--- src/rtl/xor_gate_selftest_ctrl_if.sv ---
// xor_gate_selftest_ctrl_if: host-side start/abort handshake and result bus of the XOR self-test sequencer.
interface xor_gate_selftest_ctrl_if #(
    parameter int ERR_W = 4
);
    logic             start;
    logic             abort;
    logic             busy;
    logic             done;
    logic             pass;
    logic [ERR_W-1:0] err_count;
    logic [1:0]       fail_vec;
    logic             fail_seen;
    modport master (output start, abort, input busy, done, pass, err_count, fail_vec, fail_seen);
    modport slave  (input start, abort, output busy, done, pass, err_count, fail_vec, fail_seen);
endinterface

--- src/rtl/xor_gate_selftest_ctrl.sv ---
// xor_gate_selftest_ctrl: sweeps all a/b vectors into a 2-input XOR gate, compares y to a^b and
// reports a saturating mismatch count, the first failing vector and pass/fail via a start/done handshake.
module xor_gate_selftest_ctrl #(
    parameter int SETTLE_CYCLES = 2,
    parameter int PASSES        = 1,
    parameter int ERR_W         = 4
) (
    input  logic                           clk,
    input  logic                           rst_n,
    xor_gate_selftest_ctrl_if.slave        host,
    output logic                           dut_a_o,
    output logic                           dut_b_o,
    input  logic                           dut_y_i
);
    localparam int SW = SETTLE_CYCLES > 1 ? $clog2(SETTLE_CYCLES) : 1;
    localparam int PW = PASSES > 1 ? $clog2(PASSES) : 1;
    localparam logic [SW-1:0] SLAST = SW'(SETTLE_CYCLES > 0 ? SETTLE_CYCLES - 1 : 0);
    localparam logic [PW-1:0] PLAST = PW'(PASSES - 1);
    typedef enum logic [2:0] {IDLE, APPLY, SETTLE, CHECK, DONE} state_t;
    state_t           state_q;
    logic [1:0]       vec_q, vec_d;
    logic [PW-1:0]    pidx_q;
    logic [SW-1:0]    settle_q;
    logic [ERR_W-1:0] err_q, err_d;
    logic [1:0]       fvec_q;
    logic             fseen_q, busy_q, done_q, pass_q, a_q, b_q, mismatch;
    always_comb begin
        mismatch = dut_y_i != (vec_q[1] ^ vec_q[0]);
        err_d    = (mismatch && err_q != '1) ? err_q + 1'b1 : err_q;
        vec_d    = vec_q + 2'd1;
    end
    always_ff @(posedge clk or negedge rst_n) begin
        if (!rst_n) begin
            state_q  <= IDLE;
            vec_q    <= '0;
            pidx_q   <= '0;
            settle_q <= '0;
            err_q    <= '0;
            fvec_q   <= '0;
            fseen_q  <= 1'b0;
            busy_q   <= 1'b0;
            done_q   <= 1'b0;
            pass_q   <= 1'b0;
            a_q      <= 1'b0;
            b_q      <= 1'b0;
        end else if (host.abort) begin
            // Abort wins in every state; partial results stay visible.
            state_q <= IDLE;
            busy_q  <= 1'b0;
            done_q  <= 1'b0;
            pass_q  <= 1'b0;
            a_q     <= 1'b0;
            b_q     <= 1'b0;
        end else begin
            case (state_q)
                IDLE, DONE: if (host.start) begin
                    state_q <= APPLY;
                    vec_q   <= '0;
                    pidx_q  <= '0;
                    err_q   <= '0;
                    fvec_q  <= '0;
                    fseen_q <= 1'b0;
                    busy_q  <= 1'b1;
                    done_q  <= 1'b0;
                    pass_q  <= 1'b0;
                    a_q     <= 1'b0;
                    b_q     <= 1'b0;
                end
                APPLY: begin
                    state_q  <= SETTLE_CYCLES > 0 ? SETTLE : CHECK;
                    settle_q <= '0;
                end
                SETTLE: begin
                    state_q  <= settle_q == SLAST ? CHECK : SETTLE;
                    settle_q <= settle_q + 1'b1;
                end
                CHECK: begin
                    err_q <= err_d;
                    if (mismatch && !fseen_q) begin
                        fvec_q  <= vec_q;
                        fseen_q <= 1'b1;
                    end
                    if (vec_q != 2'b11 || pidx_q != PLAST) begin
                        // Next vector; 11 wraps to 00 for the following sweep.
                        state_q <= APPLY;
                        vec_q   <= vec_d;
                        a_q     <= vec_d[1];
                        b_q     <= vec_d[0];
                        if (vec_q == 2'b11) pidx_q <= pidx_q + 1'b1;
                    end else begin
                        state_q <= DONE;
                        busy_q  <= 1'b0;
                        done_q  <= 1'b1;
                        pass_q  <= err_d == '0;
                        a_q     <= 1'b0;
                        b_q     <= 1'b0;
                    end
                end
                default: state_q <= IDLE;
            endcase
        end
    end
    assign host.busy      = busy_q;
    assign host.done      = done_q;
    assign host.pass      = pass_q;
    assign host.err_count = err_q;
    assign host.fail_vec  = fvec_q;
    assign host.fail_seen = fseen_q;
    assign dut_a_o        = a_q;
    assign dut_b_o        = b_q;
endmodule

--- src/flat_wrapper.sv ---
// flat-port wrapper written by rule: the top's interface ports become plain ports
module xor_gate_selftest_ctrl_flat 
#(
    parameter int SETTLE_CYCLES = 2,
    parameter int PASSES        = 1,
    parameter int ERR_W         = 4
)
  (clk, rst_n, dut_a_o, dut_b_o, dut_y_i, host_start, host_abort, host_busy, host_done, host_pass, host_err_count, host_fail_vec, host_fail_seen);
  xor_gate_selftest_ctrl_if #(.ERR_W(ERR_W)) host_i ();
  input  logic clk;
  input  logic rst_n;
  output logic dut_a_o;
  output logic dut_b_o;
  input  logic dut_y_i;
  input wire logic [$bits(host_i.start)-1:0] host_start;
  input wire logic [$bits(host_i.abort)-1:0] host_abort;
  output wire logic [$bits(host_i.busy)-1:0] host_busy;
  output wire logic [$bits(host_i.done)-1:0] host_done;
  output wire logic [$bits(host_i.pass)-1:0] host_pass;
  output wire logic [$bits(host_i.err_count)-1:0] host_err_count;
  output wire logic [$bits(host_i.fail_vec)-1:0] host_fail_vec;
  output wire logic [$bits(host_i.fail_seen)-1:0] host_fail_seen;
  assign host_i.start = host_start;
  assign host_i.abort = host_abort;
  assign host_busy = host_i.busy;
  assign host_done = host_i.done;
  assign host_pass = host_i.pass;
  assign host_err_count = host_i.err_count;
  assign host_fail_vec = host_i.fail_vec;
  assign host_fail_seen = host_i.fail_seen;
  xor_gate_selftest_ctrl #(.SETTLE_CYCLES(SETTLE_CYCLES), .PASSES(PASSES), .ERR_W(ERR_W)) u_core (.clk(clk), .rst_n(rst_n), .host(host_i), .dut_a_o(dut_a_o), .dut_b_o(dut_b_o), .dut_y_i(dut_y_i));
endmodule
--- config.mk ---
export PLATFORM = sky130hd
export DESIGN_NAME = xor_gate_selftest_ctrl_flat
export DESIGN_NICKNAME = d
export VERILOG_FILES = /design/src/rtl/xor_gate_selftest_ctrl_if.sv /design/src/rtl/xor_gate_selftest_ctrl.sv /design/src/flat_wrapper.sv
export SDC_FILE = /design/constraint.sdc
export NUM_CORES = 1
export LEC_CHECK = 0
export CORE_MARGIN = 2
export CORE_UTILIZATION = 50
export CTS_BUF_LIST = sky130_fd_sc_hd__clkbuf_4 sky130_fd_sc_hd__clkbuf_8
export DETAILED_ROUTE_END_ITERATION = 7
export PLACE_DENSITY = 0.84
export SLEW_MARGIN = 20
export SYNTH_ARGS = -nofsm -noshare
export SYNTH_HDL_FRONTEND = slang
export SYNTH_SLANG_ARGS = --single-unit
--- constraint.sdc ---
create_clock -name clk -period 4.5 [get_ports clk]
set_clock_uncertainty 0.2 [all_clocks]
set_input_delay 0.9 -clock clk [delete_from_list [all_inputs] [get_ports clk]]
set_output_delay 0.9 -clock clk [all_outputs]
set_load 0.02 [all_outputs]
---- Yosys cells after proc, flatten, opt, wreduce, memory -nomap -nowiden ----
Cells that the tools add are included.
cells by class
  bitwise gates (word level) .............. 2
  muxes and demuxes ....................... 36
  equality and inequality tests ........... 14
  reduce and logical (&&, ||, !) cells .... 17
  add/subtract/negate cells ............... 4
operator list
  kind                 number
  $mux 1               16
  $pmux 1 s2           8
  $pmux 3 s4           1
  $mux 3               3
  $mux 4               2
  $pmux 2 s2           2
  $pmux 4 s2           1
  $reduce_and 4->1     2
  $eq 3x2->1 const B   2
  $mux 2               3
  $ne 2x1->1 const B   3
  $ne 3x3->1 const B   2
  $reduce_and 3->1     2
  $reduce_and 5->1     1
  $add 4x1->4 const B  1
  $logic_not 4->1      1
  $ne 2x2->1 const B   2
  $ne 4x4->1 const B   1
  $reduce_and 2->1     2
  $reduce_bool 2->1    2
  $eq 3x1->1 const B   1
  $eq 3x3->1 const B   1
  $logic_not 3->1      1
  $reduce_bool 3->1    1
  10 further kinds     12
word-level totals
  bits of input ports ..................... 5
  bits in registers ....................... 19

---- Longest topological paths before layout ----
  depth after elaboration ................. 8
  gate-level depth with buffers ........... 5
  depth with buffers taken out ............ 5

---- Worst setup path after synthesis ----
OpenSTA, ideal clock, no wires.
  kind .................................... input-to-reg
  from .................................... input port host_start
  to ...................................... register u_core.err_q[1] (netlist: u_core.host.err_count[1])
  buffers on the path ..................... 0
  stages on the path ...................... 4
  data required time ...................... 4.178 ns
  setup slack ............................. 2.437 ns
  data arrival time ....................... 1.741 ns
  cell sequence ........................... nor3b_1 o21a_1 o21ai_0 a32o_1
between the ends
  cells in the longest elaborated chain, start to end .. 2
ends and longest elaborated chain
  what                        RTL line                      source
  start: declaration          flat_wrapper.sv:15            input wire logic [$bits(host_i.start)-1:0] host_start;
  $ne 2x2->1 (no line)        -
  $reduce_and 3->1 (no line)  -
  end signal: assignment      xor_gate_selftest_ctrl.sv:78  err_q <= err_d;
  end: declaration            xor_gate_selftest_ctrl.sv:24  logic [ERR_W-1:0] err_q, err_d;
Every way passes these cells.
A chain may end at the register's enable or synchronous reset.

---- Final worst setup path ----
  from .................................... register u_core.err_q[3] (netlist: u_core.host.err_count[3])
  to ...................................... output port host_err_count[3]
RTL lines
  what              RTL line            source
  end: declaration  flat_wrapper.sv:20  output wire logic [$bits(host_i.err_count)-1:0] host_err_count;
No word-level cell between the ends.

==> run summary <==
For this run, the detailed router's first-pass iteration total came to 4. The largest stage delay on the critical path is 0.64 ns. The worst supply voltage drop on vdd is 0.274 mV.

The HPWL after detailed placement is 1.56 mm. The number of vias per cell after detailed routing is 5.85. The synthesized design contains 0 enable-type register cells. In this run the standard cell core region covers 1920 um2. Data on the critical path arrives at its endpoint at 1.41 ns.

Adding up every negative setup slack in the final design gives 0 ns. 17 I/O pins were placed. The register-to-register path setup slack came out at 2.30 ns. The average size of a mapped cell came out at 10.5 um2. The critical path endpoint category is an output pin. The number of cell instances on the worst register-to-register path came out at 5.

For this run, the top clock speed supported by timing is 398 MHz. Sorting the synthesized cells by area gives the leading types as dfrtp_1, a22o_1, a21oi_1. The static power due to leakage is 0.540 nW. The final core utilization is 0.630. The portion of synthesized cell area occupied by the leading cell type came out at 0.474. The violation count after the first detailed-route iteration came out at 15. The tree is rooted in a clkbuf_4. Buffers placed on the I/O ports in this run total 16. The routed via count came out at 819. Clock-pin slew was measured on the worst setup and hold paths at 0.11 ns. The element type at the critical path start is a flip-flop. The number of placement rows is 16. The post-CTS repair timing setup buffer count is 0.

The kind of cell with the highest combined delay along the critical path is buffers and inverters. The layout has 156 filler cells. The data required time at the worst endpoint came out at 3.40 ns. Yosys printed 0 warnings.

The hold violation count in the final report was 0. In the routed design, unresolved DRC markers number 0. For this block, the routed nets add up to 2.09 mm of wire.

Global routing finished with a remaining overflow of 0. Hold repair after CTS inserted 0 buffers. The largest net degree at the start of global routing came out at 20.

The run finished with clean final reports. The worst path needs 2.51 ns of the cycle, external delays included. In the final routed layout, each cell accounts on average for 14.9 um.

The count of nets left with antenna violations after detail routing is 0. The congestion estimate from routability-driven global placement came to 0.815. The clock insertion delay at the later pin of the skew report came out at 0.31 ns.

The number of global-route vias before repair was 791. The slowest stage of the critical path is the clkdlybuf4s50_1 cell. The post-route standard cell area excluding fillers is 1210 um2.

For the pin with the worst max-slew slack, the measured transition is 0.818 ns. The initial antenna violation count is 0. The kind of path behind the tightest hold check is reg2reg. In the synthesized netlist the async set-or-reset flop fraction comes to 1.00. The capture instance of the worst register-to-register path is u_core.host.pass.

The total power density per cell area came out at 379 nW/um2. The reg-to-reg startpoint is u_core.vec_q[0]. Among all flip-flop cells after synthesis, the most frequent one is dfrtp_1. The die is 48.8 um tall.

The area of the die came out at 2380 um2. Setup violations remaining at the end of the flow were counted as 0. The starting density of the core is 0.522. The area used by multi-input combinational logic came out at 507 um2. The synthesized instance count came out at 96. Clock tree synthesis inserted a total of 3 buffers. The CTS tree is yes. The global-route wire length before repair came out at 3.54 mm. Following the worst setup path forward leads to its endpoint at host_err_count[3]. Yosys mapped the design onto 40 distinct sky130hd cell types.

The H-tree depth is 1. The timing startpoint of the critical path is u_core.host.err_count[3]. The post-route clock period utilization came out at 0.559. Synthesis produced a netlist with a net count of 103. Summed over all instances, the cell type with the most area after synthesis is dfrtp_1.

The post-synth design cell area is 1000 um2. The die outline width came out at 48.8 um. For this run, the total global-route usage over all layers was measured as 0.191. The maximum root-to-sink buffer count is 2. The sequential cell area in the final layout is 475 um2. The number of sinks handled by clock tree synthesis is 19.

The number of nets at the end of the flow came out at 121. The post-synthesis sequential element count is 19. Along the worst path, the maximum fanout reaches 7. The post-cts sizing count came out at 0. The critical path buffer and inverter count is 1. Across the run, the number of max-cap violations was 0. The share of post-route cells with drive strength above 1 came out at 0.0973. The post-detailed-placement cell area is 1180 um2. The share of the Yosys chip area taken by registers is 0.474. The critical path goes through clkdlybuf4s50_1. The max-slew violation count came out at 0. The worst setup path is of the reg2out kind. Setup repair after global routing left no endpoint under its margin. The area growth from synthesis to layout is 20.7%.

The worst relative slew slack came out at 0.453. The cell count along the critical path came out at 1. 0 antenna diodes ended up in the layout.
==> worst min-delay path by stage <==
stage | from | to | slack [ns] | depth (start not counted)
6_report | u_core.dut_b_o | u_core.dut_b_o | 0.30 | 2
3_3_place_gp | u_core.dut_b_o | u_core.dut_b_o | 0.28 | 2
2_1_floorplan | u_core.pidx_q | u_core.pidx_q | 0.28 | 1
3_5_place_dp | u_core.dut_b_o | u_core.dut_b_o | 0.27 | 2
4_1_cts | u_core.dut_b_o | u_core.dut_b_o | 0.30 | 2
5_1_grt | u_core.dut_b_o | u_core.dut_b_o | 0.33 | 2
==> state kept, by name (all words and copies together), names as in the netlist, 2 cells and up <==
register               cells
u_core.host.err_count      4
u_core.host.fail_vec       2
u_core.state_q             3
u_core.vec_q               2
==> stage by stage <==
stage / total power (W) / hold WS (ns) / cells / setup slack [ns]
2_1_floorplan: 0.000327 / 0.278 / 96 / 2.44
3_3_place_gp: 0.000365 / 0.282 / 136 / 1.76
3_5_place_dp: 0.000371 / 0.275 / 136 / 1.73
4_1_cts: 0.000458 / 0.300 / 140 / 1.99
5_1_grt: 0.000484 / 0.327 / 140 / 1.93
6_report: 0.000459 / 0.303 / 140 / 1.99
==> Yosys cell counts (2+ instances only) <==
cell,number
a22o_1,4
nor3_2,2
inv_1,2
a31oi_1,3
nor2_1,6
nor3b_1,2
and4b_1,2
a21o_1,2
nor3_1,4
nand2b_1,3
o21ai_0,5
nor2b_1,2
buf_2,2
nand2_1,6
xnor2_1,2
a21oi_1,5
dfrtp_1,19
o21a_1,2
ha_1,2
==> final cells by class <==
class	count	share of cell area
multi-input cells	72	0.418
flip-flops and latches	19	0.393
inverters	2	0.00620
clock inverters	1	0.00413
repair buffers	16	0.132
well taps	27	0.0279
clock buffers	3	0.0186
==> cell usage in the layout, fill, tap and decap left out, types with 2 or more instances in the layout <==
master and instances:
nor3_2 2, o21a_1 2, nor3b_1 2, a22o_1 4, inv_1 2, xnor2_1 2, a21oi_1 5, clkdlybuf4s50_1 16
nand2b_1 3, dfrtp_1 19, o21ai_0 5, nor3_1 4, nand2_1 6, clkbuf_4 3, a21o_1 2, nor2b_1 2
a31oi_1 3, ha_1 2, and4b_1 2, nor2_1 6
==> metal layers <==
metal	global-route usage	part of all wire
met1	0.241	0.43
met2	0.331	0.50
met3	0.0276	0.056
met4	0.0714	0.012
met5	0	0
==> power breakdown <==
group / internal [W] / switching [W]
clock: 0.0000332 / 0.0000567
sequential: 0.000192 / 0.0000290
combinational: 0.0000656 / 0.0000822
==> cells by family (layout without fill, tap and decap cells) <==
kind of cell	count (synthesis)	after routing	share of synthesized area
AO/OA/AOI/OAI	31	31	0.226
XOR/XNOR	3	3	0.0337
multiplexers	1	1	0.0112
flip-flops	19	19	0.474
buffers and inverters	5	22	0.0212
adder cells (fa/ha/maj)	2	2	0.0249
AND/OR/NAND/NOR	35	35	0.209
No activity file was read; power rests on OpenSTA's default activity.
